`src/rtl/fb_pkg.sv`:
```
// Shared types and constants for the framebuffer port arbiter.
// Tags follow each RAM read so the returning word goes to the requester that issued it.
package fb_pkg;

    localparam int FB_ADDR_W = 16;
    localparam int FB_DATA_W = 8;

    localparam logic REQ_DISP = 1'b0;
    localparam logic REQ_HOST = 1'b1;

    typedef struct packed {
        logic valid;
        logic id;
    } fb_tag_t;

endpackage

```
`src/rtl/fb_port_arbiter_if.sv`:
```
// Requester handshakes plus the RAM port of the framebuffer arbiter.
// The slave modport is the arbiter's view; master is the requester/RAM side.
interface fb_port_arbiter_if #(
    parameter int ADDR_W = 16,
    parameter int DATA_W = 8
);
    logic              disp_req;
    logic [ADDR_W-1:0] disp_addr;
    logic              disp_ack;
    logic [DATA_W-1:0] disp_data;
    logic              disp_valid;

    logic              host_req;
    logic              host_we;
    logic [ADDR_W-1:0] host_addr;
    logic [DATA_W-1:0] host_wdata;
    logic              host_ack;
    logic [DATA_W-1:0] host_rdata;
    logic              host_rvalid;

    logic              ram_en;
    logic              ram_we;
    logic [ADDR_W-1:0] ram_addr;
    logic [DATA_W-1:0] ram_wdata;
    logic [DATA_W-1:0] ram_rdata;

    modport slave (
        input  disp_req, disp_addr, host_req, host_we, host_addr, host_wdata, ram_rdata,
        output disp_ack, disp_data, disp_valid, host_ack, host_rdata, host_rvalid,
        output ram_en, ram_we, ram_addr, ram_wdata
    );

    modport master (
        output disp_req, disp_addr, host_req, host_we, host_addr, host_wdata, ram_rdata,
        input  disp_ack, disp_data, disp_valid, host_ack, host_rdata, host_rvalid,
        input  ram_en, ram_we, ram_addr, ram_wdata
    );

endinterface

```
`src/rtl/fb_rd_tag_pipe.sv`:
```
// Shift register of {valid, id} tags that tracks RAM reads in flight.
// Asynchronous reset drops every outstanding tag.
module fb_rd_tag_pipe
    import fb_pkg::*;
#(
    parameter int DEPTH = 2
) (
    input  logic    clk,
    input  logic    rst,
    input  fb_tag_t tag_in,
    output fb_tag_t tag_out
);

    fb_tag_t [DEPTH-1:0] pipe_q;
    fb_tag_t [DEPTH-1:0] pipe_d;

    always_comb begin
        pipe_d    = pipe_q;
        pipe_d[0] = tag_in;
        for (int i = 1; i < DEPTH; i++) begin
            pipe_d[i] = pipe_q[i-1];
        end
    end

    always_ff @(posedge clk or posedge rst) begin
        if (rst) begin
            pipe_q <= '0;
        end else begin
            pipe_q <= pipe_d;
        end
    end

    assign tag_out = pipe_q[DEPTH-1];

endmodule

```
`src/rtl/fb_port_arbiter.sv`:
```
// Two-requester arbiter for the single-port framebuffer RAM: display reads win,
// host reads/writes fill the gaps; read data returns in issue order.
module fb_port_arbiter
    import fb_pkg::*;
#(
    parameter int ADDR_W  = FB_ADDR_W,
    parameter int DATA_W  = FB_DATA_W,
    parameter int RAM_LAT = 1
) (
    input logic              clk,
    input logic              rst,
    fb_port_arbiter_if.slave bus
);

    logic              disp_ack_q, disp_ack_d;
    logic              host_ack_q, host_ack_d;
    logic              ram_en_q, ram_en_d;
    logic              ram_we_q, ram_we_d;
    logic [ADDR_W-1:0] ram_addr_q, ram_addr_d;
    logic [DATA_W-1:0] ram_wdata_q, ram_wdata_d;
    logic [DATA_W-1:0] disp_data_q, disp_data_d;
    logic              disp_valid_q, disp_valid_d;
    logic [DATA_W-1:0] host_rdata_q, host_rdata_d;
    logic              host_rvalid_q, host_rvalid_d;

    logic    disp_elig, host_elig;
    logic    grant_disp, grant_host;
    fb_tag_t tag_in, tag_out;

    // A request whose ack is high this cycle is the same held request; skip it.
    always_comb begin
        disp_elig  = bus.disp_req && !disp_ack_q;
        host_elig  = bus.host_req && !host_ack_q;
        grant_disp = disp_elig;
        grant_host = host_elig && !disp_elig;

        disp_ack_d  = grant_disp;
        host_ack_d  = grant_host;
        ram_en_d    = grant_disp || grant_host;
        ram_we_d    = grant_host && bus.host_we;
        ram_addr_d  = ram_addr_q;
        ram_wdata_d = ram_wdata_q;
        if (grant_disp) begin
            ram_addr_d = bus.disp_addr;
        end else if (grant_host) begin
            ram_addr_d  = bus.host_addr;
            ram_wdata_d = bus.host_wdata;
        end

        tag_in.valid = grant_disp || (grant_host && !bus.host_we);
        tag_in.id    = grant_host ? REQ_HOST : REQ_DISP;

        disp_valid_d  = tag_out.valid && (tag_out.id == REQ_DISP);
        host_rvalid_d = tag_out.valid && (tag_out.id == REQ_HOST);
        disp_data_d   = disp_valid_d  ? bus.ram_rdata : disp_data_q;
        host_rdata_d  = host_rvalid_d ? bus.ram_rdata : host_rdata_q;
    end

    always_ff @(posedge clk or posedge rst) begin
        if (rst) begin
            disp_ack_q    <= 1'b0;
            host_ack_q    <= 1'b0;
            ram_en_q      <= 1'b0;
            ram_we_q      <= 1'b0;
            ram_addr_q    <= '0;
            ram_wdata_q   <= '0;
            disp_data_q   <= '0;
            disp_valid_q  <= 1'b0;
            host_rdata_q  <= '0;
            host_rvalid_q <= 1'b0;
        end else begin
            disp_ack_q    <= disp_ack_d;
            host_ack_q    <= host_ack_d;
            ram_en_q      <= ram_en_d;
            ram_we_q      <= ram_we_d;
            ram_addr_q    <= ram_addr_d;
            ram_wdata_q   <= ram_wdata_d;
            disp_data_q   <= disp_data_d;
            disp_valid_q  <= disp_valid_d;
            host_rdata_q  <= host_rdata_d;
            host_rvalid_q <= host_rvalid_d;
        end
    end

    // The tag reaches the pipe exit in the cycle the RAM presents the word.
    fb_rd_tag_pipe #(
        .DEPTH(RAM_LAT + 1)
    ) u_tag_pipe (
        .clk    (clk),
        .rst    (rst),
        .tag_in (tag_in),
        .tag_out(tag_out)
    );

    assign bus.disp_ack    = disp_ack_q;
    assign bus.host_ack    = host_ack_q;
    assign bus.ram_en      = ram_en_q;
    assign bus.ram_we      = ram_we_q;
    assign bus.ram_addr    = ram_addr_q;
    assign bus.ram_wdata   = ram_wdata_q;
    assign bus.disp_data   = disp_data_q;
    assign bus.disp_valid  = disp_valid_q;
    assign bus.host_rdata  = host_rdata_q;
    assign bus.host_rvalid = host_rvalid_q;

endmodule
```
`src/flat_wrapper.sv`:
```
// flat-port wrapper written by rule: the top's interface ports become plain ports
module fb_port_arbiter_flat import fb_pkg::*;
#(
    parameter int ADDR_W  = FB_ADDR_W,
    parameter int DATA_W  = FB_DATA_W,
    parameter int RAM_LAT = 1
)
  (clk, rst, bus_disp_req, bus_disp_addr, bus_host_req, bus_host_we, bus_host_addr, bus_host_wdata, bus_ram_rdata, bus_disp_ack, bus_disp_data, bus_disp_valid, bus_host_ack, bus_host_rdata, bus_host_rvalid, bus_ram_en, bus_ram_we, bus_ram_addr, bus_ram_wdata);
  fb_port_arbiter_if #(.ADDR_W(ADDR_W), .DATA_W(DATA_W)) bus_i ();
  input logic clk;
  input logic rst;
  input wire logic [$bits(bus_i.disp_req)-1:0] bus_disp_req;
  input wire logic [$bits(bus_i.disp_addr)-1:0] bus_disp_addr;
  input wire logic [$bits(bus_i.host_req)-1:0] bus_host_req;
  input wire logic [$bits(bus_i.host_we)-1:0] bus_host_we;
  input wire logic [$bits(bus_i.host_addr)-1:0] bus_host_addr;
  input wire logic [$bits(bus_i.host_wdata)-1:0] bus_host_wdata;
  input wire logic [$bits(bus_i.ram_rdata)-1:0] bus_ram_rdata;
  output wire logic [$bits(bus_i.disp_ack)-1:0] bus_disp_ack;
  output wire logic [$bits(bus_i.disp_data)-1:0] bus_disp_data;
  output wire logic [$bits(bus_i.disp_valid)-1:0] bus_disp_valid;
  output wire logic [$bits(bus_i.host_ack)-1:0] bus_host_ack;
  output wire logic [$bits(bus_i.host_rdata)-1:0] bus_host_rdata;
  output wire logic [$bits(bus_i.host_rvalid)-1:0] bus_host_rvalid;
  output wire logic [$bits(bus_i.ram_en)-1:0] bus_ram_en;
  output wire logic [$bits(bus_i.ram_we)-1:0] bus_ram_we;
  output wire logic [$bits(bus_i.ram_addr)-1:0] bus_ram_addr;
  output wire logic [$bits(bus_i.ram_wdata)-1:0] bus_ram_wdata;
  assign bus_i.disp_req = bus_disp_req;
  assign bus_i.disp_addr = bus_disp_addr;
  assign bus_i.host_req = bus_host_req;
  assign bus_i.host_we = bus_host_we;
  assign bus_i.host_addr = bus_host_addr;
  assign bus_i.host_wdata = bus_host_wdata;
  assign bus_i.ram_rdata = bus_ram_rdata;
  assign bus_disp_ack = bus_i.disp_ack;
  assign bus_disp_data = bus_i.disp_data;
  assign bus_disp_valid = bus_i.disp_valid;
  assign bus_host_ack = bus_i.host_ack;
  assign bus_host_rdata = bus_i.host_rdata;
  assign bus_host_rvalid = bus_i.host_rvalid;
  assign bus_ram_en = bus_i.ram_en;
  assign bus_ram_we = bus_i.ram_we;
  assign bus_ram_addr = bus_i.ram_addr;
  assign bus_ram_wdata = bus_i.ram_wdata;
  fb_port_arbiter #(.ADDR_W(ADDR_W), .DATA_W(DATA_W), .RAM_LAT(RAM_LAT)) u_core (.clk(clk), .rst(rst), .bus(bus_i));
endmodule
```
`config.mk`:
```
export PLATFORM = sky130hd
export DESIGN_NAME = fb_port_arbiter_flat
export DESIGN_NICKNAME = d
export VERILOG_FILES = /design/src/rtl/fb_pkg.sv /design/src/rtl/fb_port_arbiter_if.sv /design/src/rtl/fb_rd_tag_pipe.sv /design/src/rtl/fb_port_arbiter.sv /design/src/flat_wrapper.sv
export SDC_FILE = /design/constraint.sdc
export NUM_CORES = 1
export LEC_CHECK = 0
export ABC_CLOCK_PERIOD_IN_PS = 1330
export BUFFER_PORTS_ARGS = -buffer_cell sky130_fd_sc_hd__buf_2
export CAP_MARGIN = 20
export CORE_MARGIN = 10
export CORE_UTILIZATION = 41
export DETAILED_ROUTE_END_ITERATION = 7
export MAX_ROUTING_LAYER = met4
export PLACE_DENSITY = 0.87
export REMOVE_ABC_BUFFERS = 1
export SLEW_MARGIN = 20
export SYNTH_ARGS = -nofsm -noshare
export SYNTH_HDL_FRONTEND = slang
export SYNTH_SLANG_ARGS = --single-unit
```
`constraint.sdc`:
```
create_clock -name clk -period 1.33 [get_ports clk]
set_input_delay 0.0665 -clock clk [delete_from_list [all_inputs] [get_ports clk]]
set_output_delay 0.0665 -clock clk [all_outputs]
set_load 0.01 [all_outputs]
```
; Word level (Yosys, flattened, before mapping)
; Cells that the tools add are included.
[word_totals]
register_bits = 50
output_inout_bits = 46
[op_classes]
mux = 3
reduce_logical = 15
bitwise = 2
[op_table]
columns = operator, n
row1 = 16-bit 2-to-1 mux, 2
row2 = 1-bit logical AND, 7
row3 = 1-bit logical NOT, 4
row4 = 1-bit logical OR, 2
row5 = 1-bit inverter, 2
row6 = 2-bit AND reduction, 1
row7 = 2-bit nonzero test, 1
row8 = 1-bit 2-to-1 mux, 1

; Longest topological paths before layout
[logic_depth]
word_depth = 6
depth_mapped = 5
depth_no_buf = 4

; Hierarchy
; From an unflattened synthesis, not the netlist that was laid out.
[hier_totals]
cells_unflattened = 161
area_unflattened_um2 = 2075.7
[by_module_without_submodules]
columns = mod, n_inst, area_per_inst_um2, cells_per_inst, seq_area_each_um2
row1 = fb_port_arbiter, 1, 1971.9, 156, 1151.1
row2 = fb_rd_tag_pipe, 1, 103.8, 5, 100.1

; Least setup slack after synthesis
; OpenSTA, ideal clock, no wires.
[synth_timing]
path_kind = register to register
startpoint = register u_core.disp_ack_q (netlist: u_core.bus.disp_ack)
endpoint = register u_core.ram_wdata_q[0] (netlist: u_core.bus.ram_wdata[0])
setup_time_ns = 0.125
stages_incl_launch_ff = 5
path_slack_ns = 0.119
arrival_time_ns = 1.086
t_required_ns = 1.205
path_buffers = 0
cell_sequence = dfrtp_1 -> nand2b_4 -> inv_4 -> nor2_8 -> mux2_4
[synth_between]
elab_chain_cells = 5
[synth_lines]
columns = item, line
row1 = from (decl), fb_port_arbiter.sv:15  ; logic disp_ack_q, disp_ack_d;
row2 = from (signal assigned), fb_port_arbiter.sv:72  ; disp_ack_q <= disp_ack_d;
row3 = 1-bit logical NOT, fb_port_arbiter.sv:32  ; disp_elig = bus.disp_req && !disp_ack_q;
row4 = 1-bit logical AND, fb_port_arbiter.sv:32
row5 = 1-bit logical NOT, fb_port_arbiter.sv:35  ; grant_host = host_elig && !disp_elig;
row6 = 1-bit logical AND, fb_port_arbiter.sv:35
row7 = named net u_core.grant_host, fb_port_arbiter.sv:27  ; logic grant_disp, grant_host;
row8 = 2-bit AND reduction (no source line), --
row9 = to (signal assigned), fb_port_arbiter.sv:77  ; ram_wdata_q <= ram_wdata_d;
row10 = to (decl), fb_port_arbiter.sv:20  ; logic [DATA_W-1:0] ram_wdata_q, ram_wdata_d;
; The timed path passes the listed nets, and every way through them passes these cells.
; A chain may end at the register's enable or synchronous reset.

; Worst setup path after layout
; Ends and elaborated chain as after synthesis.

==> results.txt <==
- The run finished with clean final reports.
- Max-cap violations in this run came to 0.
- Cell taking the most area after synthesis: sky130_fd_sc_hd__dfrtp_1
- Final critical-path share of the clock period: a little over nine tenths
* Endpoint of the worst hold-timing path: u_core.bus.ram_addr[11]$_DFFE_PP0P_
- Number of buffers between clock root and the deepest sink: 2
* Largest cells by area after synthesis: sky130_fd_sc_hd__dfrtp_1 61%, sky130_fd_sc_hd__mux2_2 9.0%, sky130_fd_sc_hd__nand2_1 6.4%, sky130_fd_sc_hd__mux2_4 6.0%, sky130_fd_sc_hd__a31oi_1 5.0%
- The first detailed-routing pass took 4 iterations.
- Fraction of power consumed by the clock network: between 20 and 25%
- On the worst path, the slowest cell contributes a delay of 0.35 ns.
- Number of filler instances in the final layout: ~400
* Placed Instance Area: approximately 2600 µm²
* Yosys synthesis warning count: 0
* Combinational share of power: between 20% and 30%
- Along the worst path, the maximum fanout reaches 9.
- Detailed-routed wire length on met2: between 2000 and 3000 µm
- Sort of element at the end of the critical path: flop
* Routed met3 length: roughly 340 µm
- 0 antenna diodes ended up in the layout.
- Residual overflow from global routing: 0
* Number of nets with antenna violations after routing: 0
- Net switching is 29.0% of the power.
* Post-synthesis sequential area ratio: roughly three fifths
- The worst register-to-register path has a setup slack of roughly 0.075 ns.
* RePlAce Congestion: about 0.75
- Clk sinks: about 50
* Metal1 wirelength: 2150 µm
- The startpoint identified for the worst hold timing path is bus_host_addr[11].
- Worst r2r dst: u_core.bus.ram_wdata[0]$_DFFE_PP0P_
* Internal power: 2.63 mW
- The most used flip-flop cell after synthesis is sky130_fd_sc_hd__dfrtp_1.
- GRT Overall Usage: a little over an eighth
* Per-cell routed wire length: about 15 µm
- The first global-routing pass estimated just under 9000 µm of wire.
- Cell with the most instances after synthesis: sky130_fd_sc_hd__dfrtp_1
- TritonCTS clock tree: yes
* Post-CTS Setup Inserts: 0
* Area enclosed by the die boundary: 8100 µm²
* Post-CTS clock slew at the launch and capture registers of the worst setup and hold paths: 0.09 ns
- Setup ws final: about 0.075 ns
* Floorplan row count: 25
- For this design the ratio of total power to cell area is 1330 nW/µm².
* Cell area after synthesis: 2010 µm²
* Worst-path cell with the longest stage delay: sky130_fd_sc_hd__dfrtp_1
* Number of pins with negative max-slew slack in the final report: 0
- Share of synthesized flip-flops with an asynchronous set or reset: 100%
- A synthesized cell averages approximately 13 µm².
- In this run, CTS created clock tree buffers numbering 5.
* Type of the most critical hold path: in2reg
* Fmax achieved: around 0.8 GHz
- Switching power of the nets: 1.07 mW
- Hold violation count in the final report: 0
- The number of gates resized after CTS was 0.
* Root buffer selected by CTS: sky130_fd_sc_hd__clkbuf_8
- Initial antenna violation count: 0
- Setup-violating endpoint count in the final report: 0
- The total area inside the core boundary comes to approximately 4700 µm².
- The count of buffers added on input and output ports is 98.
- The clock period could shrink to 1.25 ns.
* DR iter-0 viols: 53
- Setup repair after global routing left no endpoint under its margin.
- Boundary pin count: 99
- Detailed routing inserted a total of roughly 1600 vias.
- By count the netlist is led by 49 x sky130_fd_sc_hd__dfrtp_1, 34 x sky130_fd_sc_hd__nand2_1, 16 x sky130_fd_sc_hd__a31oi_1, 16 x sky130_fd_sc_hd__mux2_2, 14 x sky130_fd_sc_hd__nor3_1.
- Traced cell by cell, the critical path runs through nand2b_4 > inv_4 > nor2_8 > mux2_4.
- In the final design database the tool counted 325 nets.
- H-tree Lvls: 2
- Half-perimeter wire length after placement: approximately 3900 µm
* Slew at the pin closest to its max-slew limit: a little over 0.4 ns
- The number of cells on the worst reg-to-reg path is 4.
* Largest net degree at the start of global routing: 34
- Hold path depth: 3
- In the synthesized netlist, the number of instances is between 150 and 200.
- Of the cells placed in the final design, the portion with a size suffix greater than 1 is between 50% and 60%.
- Routed vias/inst: around 4.7
- Synthesis instantiated 20 different standard cells from the library.
- Highest Signal Layer: met4
- Proportion of netlist area held by the largest area contributor: 61.1%
- Per report_power, the sequential group accounts for roughly 50% of the total.
- Pre-CTS setup slack: between 0.07 and 0.08 ns
- Worst voltage drop across the vdd grid: between 0.0005 and 0.0006 V
- Post-route design area: around 2800 µm²
* Area Overhead vs Synth: 38.4%
* Detailed Route WL: 5160 µm
- Clock latency on the worst-skew pair, taken at its later pin, is about 0.29 ns.
* Register bit total from synthesis: between 40 and 50
- The worst pin sits at a relative slew slack of between 70% and 80%.
- For this run, design rule violations remaining after detail routing come to 0.
* Arrival @ worst endpoint: about 1.4 ns
- Endpoint required time on the critical path: 1.52 ns
* Initial Util: between 40% and 50%
- The worst register-to-register path begins at u_core.bus.disp_ack$_DFF_PP0_.
- For the final database, setup skew stands at 0.00626 ns.
- Horizontal extent of the die: between 80 and 90 µm
- Critical Path Start Type: flop
- Counting flops with a built-in enable in the synthesized netlist gives 0.
- Startpoint-to-endpoint class of the critical path: reg2reg
- Die height: 90.0 µm
- The via count of the first global-routing pass was around 1800.
- Static leakage: between 1 and 1.5 nW
==> state kept, by name, summed over array words and instances, names as in the netlist <==
name and count:
u_core.bus.host_rdata 8, u_core.bus.ram_we 1, u_core.u_tag_pipe.tag_out 2, u_core.bus.host_ack 1, u_core.bus.ram_en 1, u_core.bus.disp_data 8, u_core.u_tag_pipe.pipe_d 1, u_core.bus.ram_addr 16
u_core.bus.host_rvalid 1, u_core.bus.disp_valid 1, u_core.bus.disp_ack 1, u_core.bus.ram_wdata 8
==> placed cells by master, fill, tap and decap left out, drive strengths merged <==
master       netlist  layout
buf                9     106
dfrtp             49      49
nand2             34      34
mux2              24      24
a31oi             16      16
nor3              15      15
dlygate4sd3        0      10
clkbuf             0       6
inv                3       3
nand2b             2       2
clkinv             0       2
nor2               2       2
and2b              1       1
o21ai              1       1
nor2b              1       1
and3               1       1
==> worst max-delay path, delay by kind of cell (launching register included) <==
family / cells / cell delay (ns)
buffers and inverters: 1 / 0.07
DFF: 1 / 0.35
muxes: 1 / 0.32
and+or+nand+nor: 2 / 0.41
==> what timing repair did <==
action | 4_1_cts | 5_1_grt
hold buffers | 9 | 1
hold endpoints to repair | 24 | 1
setup endpoints to repair | 0 | 0
==> metal layers <==
metal | up-vias | track usage [%]
met1 | 760 | 14.9
li1 | 771 | -
met5 | - | -
met4 | 0 | 3.18
met3 | 4 | 5.40
met2 | 64 | 22.6
==> stage by stage <==
step	power [mW]	setup TNS, ns	hold WS (ns)	instances	util (%)
finish	3.71	0	0.0159	340	58.8
global route	3.96	0	0.00458	340	58.8
CTS	3.75	0	0.00306	339	58.6
detailed placement	2.91	0	0.0544	322	55.0
global placement	2.87	0	0.0537	322	55.0
floorplan	2.41	-0.682	0.175	149	-
==> area by class of cell <==
class / count / area (µm²) / share of cell area, %
Sequential cell: 49 / 1230 / 44.1
Timing Repair Buffer: 116 / 688 / 24.8
Multi-Input combinational cell: 97 / 684 / 24.6
Tap cell: 67 / 83.8 / 3.02
Clock buffer: 6 / 72.6 / 2.61
Inverter: 3 / 13.8 / 0.495
Clock inverter: 2 / 10.0 / 0.360
==> cells by family after synthesis <==
logic type,count (synthesis),synth area share (%)
buffers and inverters,12,4.86
multiplexers,24,15.0
flip-flops,49,61.1
AND/OR/NAND/NOR,56,13.9
AO/OA/AOI/OAI,17,5.23
==> power by group through the flow <==
stage                     sequential [mW]  clock (mW)  combinational [mW]
after floorplan                      2.03           0               0.382
after global placement               1.89           0               0.986
after detailed placement             1.90           0                1.01
after CTS                            1.87       0.843                1.03
after global routing                 1.91       0.935                1.12
final                                1.87       0.826                1.01
==> worst max path at each step <==
stage | from | to | cells past startpoint
after floorplan | u_core.bus.disp_ack$_DFF_PP0_ | u_core.bus.ram_wdata[0]$_DFFE_PP0P_ | 4
after global placement | u_core.bus.disp_ack$_DFF_PP0_ | u_core.bus.ram_wdata[6]$_DFFE_PP0P_ | 4
after detailed placement | u_core.bus.disp_ack$_DFF_PP0_ | u_core.bus.ram_wdata[5]$_DFFE_PP0P_ | 4
after CTS | u_core.bus.disp_ack$_DFF_PP0_ | u_core.bus.ram_wdata[6]$_DFFE_PP0P_ | 4
after global routing | u_core.bus.disp_ack$_DFF_PP0_ | u_core.bus.ram_wdata[7]$_DFFE_PP0P_ | 4
final | u_core.bus.disp_ack$_DFF_PP0_ | u_core.bus.ram_wdata[0]$_DFFE_PP0P_ | 4
(Power assumes the default switching activity.)
